==> src/rtl/vaccum_scan_display.sv <==
// vaccum_scan_display: nibble accumulator with sticky overflow driving a
// time-multiplexed common-anode 7-segment display.
module vaccum_scan_display #(
    parameter int DIGITS      = 4,
    parameter int REFRESH_DIV = 50000,
    parameter int BLANK_LZ    = 1
) (
    input  logic                clk,
    input  logic                rst_n,
    input  logic                clr,
    input  logic                add_en,
    input  logic [3:0]          operand,
    output logic [4*DIGITS-1:0] acc,
    output logic                oflow,
    output logic [6:0]          seg_L,
    output logic                dp_L,
    output logic [DIGITS-1:0]   an_L
);
    localparam int W  = 4 * DIGITS;
    localparam int PW = REFRESH_DIV > 1 ? $clog2(REFRESH_DIV) : 1;
    localparam int IW = DIGITS > 1 ? $clog2(DIGITS) : 1;
    localparam logic [6:0] SEG [16] = '{
        7'h40, 7'h79, 7'h24, 7'h30, 7'h19, 7'h12, 7'h02, 7'h78,
        7'h00, 7'h10, 7'h08, 7'h03, 7'h46, 7'h21, 7'h06, 7'h0E
    };

    logic [PW-1:0] pre;
    logic [IW-1:0] idx;
    logic [W:0]    sum;
    logic          wrap;
    logic          blank;
    logic [3:0]    nib;
    int            sh;

    assign sum  = {1'b0, acc} + (W + 1)'(operand);
    assign wrap = pre == PW'(REFRESH_DIV - 1);

    always_ff @(posedge clk or negedge rst_n) begin
        if (!rst_n) begin
            pre   <= '0;
            idx   <= '0;
            acc   <= '0;
            oflow <= 1'b0;
        end else begin
            pre <= wrap ? '0 : pre + 1'b1;
            if (wrap)
                idx <= (idx == IW'(DIGITS - 1)) ? '0 : idx + 1'b1;
            if (clr) begin
                acc   <= '0;
                oflow <= 1'b0;
            end else if (add_en) begin
                acc   <= sum[W-1:0];
                oflow <= oflow | sum[W];
            end
        end
    end

    // Leading-zero blanking: a digit is blank when it and every higher digit are zero.
    always_comb begin
        sh    = 4 * int'(idx);
        nib   = acc[sh +: 4];
        blank = (BLANK_LZ != 0) && (idx != '0) && ((acc >> sh) == '0);
        seg_L = blank ? 7'h7F : SEG[nib];
        dp_L  = !(oflow && idx == IW'(DIGITS - 1));
        an_L  = ~(DIGITS'(1) << idx);
    end
endmodule

==> config.mk <==
export PLATFORM = sky130hd
export DESIGN_NAME = vaccum_scan_display
export DESIGN_NICKNAME = d
export VERILOG_FILES = /design/src/rtl/vaccum_scan_display.sv
export SDC_FILE = /design/constraint.sdc
export NUM_CORES = 1
export LEC_CHECK = 0
export CAP_MARGIN = 30
export CORE_MARGIN = 5
export CORE_UTILIZATION = 58
export DETAILED_ROUTE_END_ITERATION = 10
export GPL_ROUTABILITY_DRIVEN = 0
export HOLD_SLACK_MARGIN = 0.03
export PLACE_DENSITY = 0.85
export REMOVE_ABC_BUFFERS = 1
export SLEW_MARGIN = 20
export SYNTH_ARGS = -nofsm -noshare
export SYNTH_HDL_FRONTEND = slang
export SYNTH_SLANG_ARGS = --single-unit
==> constraint.sdc <==
create_clock -name clk -period 4.2 [get_ports clk]
set_clock_uncertainty 0.1 [all_clocks]
set_input_delay 0.42 -clock clk [delete_from_list [all_inputs] [get_ports clk]]
set_output_delay 0.42 -clock clk [all_outputs]
set_load 0.05 [all_outputs]
==> results.cfg, run 1 <==
[run_status]
outcome = completed

[floorplanning]
die_w_um = 73.9
core-area_um2 = 3970
die_y_um = 73.9
num_rows = 23
start_util = 0.596
die_area_um2 = 5460
io_pins = 37

[placement]
hpwl_um = 4190
dp_slack_ps = 481
portBuffers = 36
dp.cells = 323

[cts]
cts_tree = done
post_cts.repair.setup_buffers = 0
cts.path.max_buffers = 2
cts_root_buffer = clkbuf_8
clock_latency_ps = 290
numCtsBuffers = 5
cts.sinks = 35
post_cts_resized = 0
clk_pin_slew_ps = 80
hold_buffers = 0
htree_levels = 2

[timing]
fmax_ghz = 0.247
slew_headroom = 0.468
report.final.slew_viol_count = 0
hold_viol = 0
tns_ps = 0
layout_min_cycle_time_ps = 4050
rsz0062_at_grt = false
worst_pin_slew_ps = 793
fin_ws_ps = 152
period_share = 0.964
setup_viol = 0

[drt]
wl_per_cell_um = 17.5
highest_layer = met4
wl_met2_um = 2770
routed_via_density = 5.93
drt_first_pass_iters = 4
dr_wl_met3_um = 364
route.vias.total = 1964
drc = 0
drtIter0Drc = 106
routed_wirelength_um = 5790
drt-met1-wl_um = 2440
ant_nets = 0

[logic_synthesis]
ys_ff_latch = 35
synth_edf_count = 0
synthTopCellsByArea = dfrtp_1 (37%), ha_1 (7.9%), xnor2_1 (7.4%)
synth_top_area_share = 0.370
synthArstFlopShare = 1.00
synth.distinct_cells = 49
synth_top_area_cell = dfrtp_1
synth_cells = 242
syn_area_um2 = 2370
synth-seq-area-share = 0.370
ys_warn_count = 0
syn_area_per_cell_um2 = 9.79
ys.flop_type = dfrtp_1

[pwr]
power_leakage_nw = 1.15
powerDensity_nw_per_um2 = 318
vdd_drop_max_mv = 0.387

[cells_and_area]
instances_no_fill = 331
n_antenna_cell = 0
fin_nets = 304
area_delta_synth_final_pct = 21.8
drive_gt1_frac = 0.0854

[critical_path]
endpoint_kind = output port
worstPathArrival_ps = 3530
worst-setup-path-type = flip-flop to output port
start_kind = flip-flop
r2r_setup_slack_ps = 1800
cp_max_fo = 8
worstPathRequired_ps = 3680

[global_route]
grt_pass1_wl_um = 9710
antenna_found_initial = 0
grt_pass1_vias = 2001
grt_overflow_total = 0
track_usage = 0.237
grt_max_degree = 36

[flow_run]
maxCapViolCount = 0

[hold_path]
min_path_type = flip-flop to flip-flop
==> registers in the layout, summed over array words and instances (netlist names) <==
| name | count |
|---|---|
| acc | 16 |
| idx | 2 |
| pre | 16 |
| oflow | 1 |
==> critical path: stages (launching register included) <==
cell and delay (ps):
dfrtp_1 480, mux4_2 560, inv_1 160, ha_1 160, inv_1 60, or4_1 480
a211o_1 380, o221ai_1 110, clkdlybuf4s50_1 830
==> logic make-up (layout without fill, tap and decap cells) <==
group           Yosys count  in the layout  synth area share
flops                    35             35             0.370
simple gates             90             90             0.193
buf+inv                  27             66            0.0565
compound gates           33             33             0.112
fa+ha+maj                16             16            0.0877
xor+xnor                 30             30             0.111
mux                      11             11            0.0697
==> worst paths after layout <==
path / endpoint / cells past startpoint / start
min: pre[13] / 1 / pre[13]
min in group asynchronous: idx[0] / 2 / rst_n
min reg2reg: pre[13] / 1 / pre[13]
max: seg_L[5] / 8 / acc[4]
max in group asynchronous: acc[13] / 2 / rst_n
max reg2reg: acc[14] / 8 / acc[0]
==> layout make-up <==
class                           instances  area [um^2]
Inverter                               19         71.3
Tap cell                               50         62.6
Clock buffer                            6         72.6
Clock inverter                          2         60.1
Sequential cell                        35          876
Multi-Input combinational cell        180         1360
Timing Repair Buffer                   39          383
Fill cell                             275         1090
==> placed cells by master (no fill, tap or decap), types with 5 or more instances in the layout <==
cell / synthesis / layout
clkdlybuf4s50_1: 0 / 36
xor2_1: 10 / 10
nor2_1: 30 / 30
inv_1: 19 / 19
a211oi_1: 5 / 5
nand2_1: 14 / 14
mux2i_1: 5 / 5
a21oi_1: 5 / 5
dfrtp_1: 35 / 35
nand4_1: 8 / 8
ha_1: 15 / 15
clkbuf_8: 0 / 5
xnor2_1: 20 / 20
nand3_1: 15 / 15
==> Yosys cell counts, types with 5 or more instances <==
cell / number
mux2i_1: 5
dfrtp_1: 35
a211oi_1: 5
nand3_1: 15
inv_1: 19
a21oi_1: 5
xor2_1: 10
ha_1: 15
nand4_1: 8
nor2_1: 30
nand2_1: 14
xnor2_1: 20
==> per-layer routing <==
| layer | up-vias | GRT usage |
|---|---|---|
| met4 | 0 | 0.117 |
| li1 | 921 | - |
| met2 | 79 | 0.371 |
| met3 | 22 | 0.0547 |
| met5 | - | 0 |
| met1 | 942 | 0.308 |
==> per-stage QoR <==
stage / cell area, um^2 / utilization / hold WS, ps / power, W
2_1_floorplan: 2310 / - / 24.4 / 0.000489
3_3_place_gp: 2750 / 0.693 / 385 / 0.000557
3_5_place_dp: 2750 / 0.693 / 413 / 0.000560
4_1_cts: 2880 / 0.726 / 421 / 0.000919
5_1_grt: 2880 / 0.726 / 442 / 0.000948
6_report: 2880 / 0.726 / 419 / 0.000917
==> where the power goes <==
part | total (W) | internal, W | switching, W | leakage [nW]
clock | 0.000361 | 0.000237 | 0.000123 | 0.0654
sequential | 0.000352 | 0.000342 | 0.0000101 | 0.471
combinational | 0.000204 | 0.0000739 | 0.000131 | 0.611
total | 0.000917 | 0.000653 | 0.000264 | 1.15
Note: power is estimated with default switching activity, not from simulation.
==> inputs of run 2 (changes only) <==
--- a/config.mk
+++ b/config.mk
@@ -6,6 +6,7 @@
 export NUM_CORES = 1
 export LEC_CHECK = 0
 export CAP_MARGIN = 30
+export CORE_ASPECT_RATIO = 0.7
 export CORE_MARGIN = 5
 export CORE_UTILIZATION = 58
 export DETAILED_ROUTE_END_ITERATION = 10
@@ -13,6 +14,7 @@
 export HOLD_SLACK_MARGIN = 0.03
 export PLACE_DENSITY = 0.85
 export REMOVE_ABC_BUFFERS = 1
+export SKIP_LAST_GASP = 1
 export SLEW_MARGIN = 20
 export SYNTH_ARGS = -nofsm -noshare
 export SYNTH_HDL_FRONTEND = slang
==> run 2 against run 1 <==
Effect of this change:
- cell count increased by 0.30%
- sequential share of layout area grew 0.37 points
- register-to-register slack worse by 20 ps
- hold slack got worse by 4.8 ps
- largest power group is now registers
==> results.cfg, run 2 (synthesis results as in run 1) <==
[run_status]
outcome = completed

[cts]
clock_latency_ps = 290
cts_root_buffer = clkbuf_8
numCtsBuffers = 5
cts.path.max_buffers = 2
post_cts.repair.setup_buffers = 0
cts.sinks = 35
hold_buffers = 0
htree_levels = 2
clk_pin_slew_ps = 70
cts_tree = done

[cells_and_area]
instances_no_fill = 332
n_antenna_cell = 0
top_regs = acc (16), pre (16), idx (2)
drive_gt1_frac = 0.0857
multi_input_area_um2 = 1360
area_delta_synth_final_pct = 20.3
fillers = 294
final_area_um2 = 2850
fin_nets = 304
final_cell_mix = dfrtp_1 (35), clkdlybuf4s50_1 (33), nor2_1 (30)
layout_commonest_cell = dfrtp_1
seqCellArea_um2 = 876

[placement]
hpwl_um = 4070
dp.cells = 325
dp_slack_ps = 469
portBuffers = 36
dpl-instance-area_um2 = 2750

[global_route]
globalRoute.busiestLayer = met1
gr-usage-met3 = 0.0716
antenna_found_initial = 0
grt_util_met1 = 0.317
grt_pass1_vias = 1922
grt_max_degree = 36
grt_pass1_wl_um = 9420
grt_overflow_total = 0
grtUsageMet2 = 0.311
track_usage = 0.219

[drt]
ant_nets = 0
routed_via_density = 5.97
drt_first_pass_iters = 6
drtIter0Drc = 184
drc = 0
routed_wirelength_um = 5570
route.vias.total = 1982
wl_per_cell_um = 16.8

[critical_path]
endpoint_kind = output port
worst-setup-path-type = flip-flop to output port
start_kind = flip-flop
worstPathRequired_ps = 3680
cp_max_fo = 7
worstPathArrival_ps = 3560

[floorplanning]
die_w_um = 86.4
num_rows = 19
core-area_um2 = 3920
die_y_um = 63.5
die_area_um2 = 5480
io_pins = 37
start_util = 0.604

[timing]
tns_ps = 0
fin_ws_ps = 125
slew_headroom = 0.477
layout_min_cycle_time_ps = 4080
report.final.slew_viol_count = 0
period_share = 0.970
hold_viol = 0
fmax_ghz = 0.245
worst_pin_slew_ps = 781
setup_viol = 0
rsz0062_at_grt = false

[pwr]
clock_power_share = 0.306
powerDensity_nw_per_um2 = 281
vdd_drop_max_mv = 0.242
switching_share = 0.322
p_int_w = 0.000543
combPwrFrac = 0.255
p_seq_frac = 0.439
p_switching_w = 0.000258
power_leakage_nw = 1.18

[hold_path]
min_path_type = flip-flop to flip-flop

[flow_run]
maxCapViolCount = 0
==> run 2: cell count changes in the layout (fill, tap and decap cells not counted), sizes merged <==
cell	delta
dlymetal6s2s	+3
clkinv	+1
bufinv	-2
clkdlybuf4s50	-3
==> run 2: worst paths after layout <==
path	startpoint	end	slack [ps]	cells past startpoint
min in group asynchronous	rst_n	pre[13]	430	2
worst max-delay path	idx[0]	seg_L[3]	120	8
worst min register to register	pre[13]	pre[13]	410	1
worst max register to register	acc[0]	acc[6]	1780	8
worst min-delay path	pre[13]	pre[13]	410	1
max in group asynchronous	rst_n	acc[8]	3240	2
==> run 2: critical path: stages (launching register included) <==
cell and delay [ps]:
dfrtp_1 430, mux4_2 620, inv_1 180, ha_1 170
inv_1 60, or4_1 470, a211o_1 380, o21ai_1 120
clkdlybuf4s50_1 820
==> run 2: power by group through the flow <==
| stage | Clock (W) | Combinational, W | Sequential [W] |
|---|---|---|---|
| after floorplan | 0 | 0.000117 | 0.000372 |
| after global placement | 0 | 0.000201 | 0.000357 |
| after detailed placement | 0 | 0.000203 | 0.000357 |
| after CTS | 0.000251 | 0.000204 | 0.000351 |
| after global routing | 0.000269 | 0.000218 | 0.000352 |
| final | 0.000245 | 0.000204 | 0.000352 |
==> run 2: area by class of cell <==
| class | count | area share |
|---|---|---|
| clock buffers | 6 | 0.0290 |
| clock inverters | 1 | 0.00176 |
| inverters | 19 | 0.0250 |
| multi-input cells | 180 | 0.477 |
| flip-flops and latches | 35 | 0.307 |
| well taps | 52 | 0.0228 |
| repair buffers | 39 | 0.137 |
==> run 2: repair_timing <==
item,CTS,global route
endpoints found under the hold margin,0,0
endpoints found under the setup margin,0,3
resized for setup,0,3
==> run 2: per-stage QoR <==
| step | hold slack (ps) | util | power [W] |
|---|---|---|---|
| 2_1_floorplan | 24.4 | - | 0.000489 |
| 3_3_place_gp | 395 | 0.702 | 0.000558 |
| 3_5_place_dp | 400 | 0.702 | 0.000561 |
| 4_1_cts | 412 | 0.724 | 0.000806 |
| 5_1_grt | 436 | 0.726 | 0.000838 |
| 6_report | 414 | 0.726 | 0.000801 |
==> run 2: metal layers <==
layer | vias up | wire length (um)
met5 | - | 0
met1 | 939 | 2530
met2 | 115 | 2390
met3 | 9 | 564
met4 | 0 | 82
li1 | 919 | -
==> inputs of run 3 (changes only) <==
--- a/config.mk
+++ b/config.mk
@@ -5,6 +5,7 @@
 export SDC_FILE = /design/constraint.sdc
 export NUM_CORES = 1
 export LEC_CHECK = 0
+export ABC_CLOCK_PERIOD_IN_PS = 4200
 export CAP_MARGIN = 30
 export CORE_ASPECT_RATIO = 0.7
 export CORE_MARGIN = 5
==> results of run 3 <==
The final DEF is identical to that of run 2; final timing and power are the same.
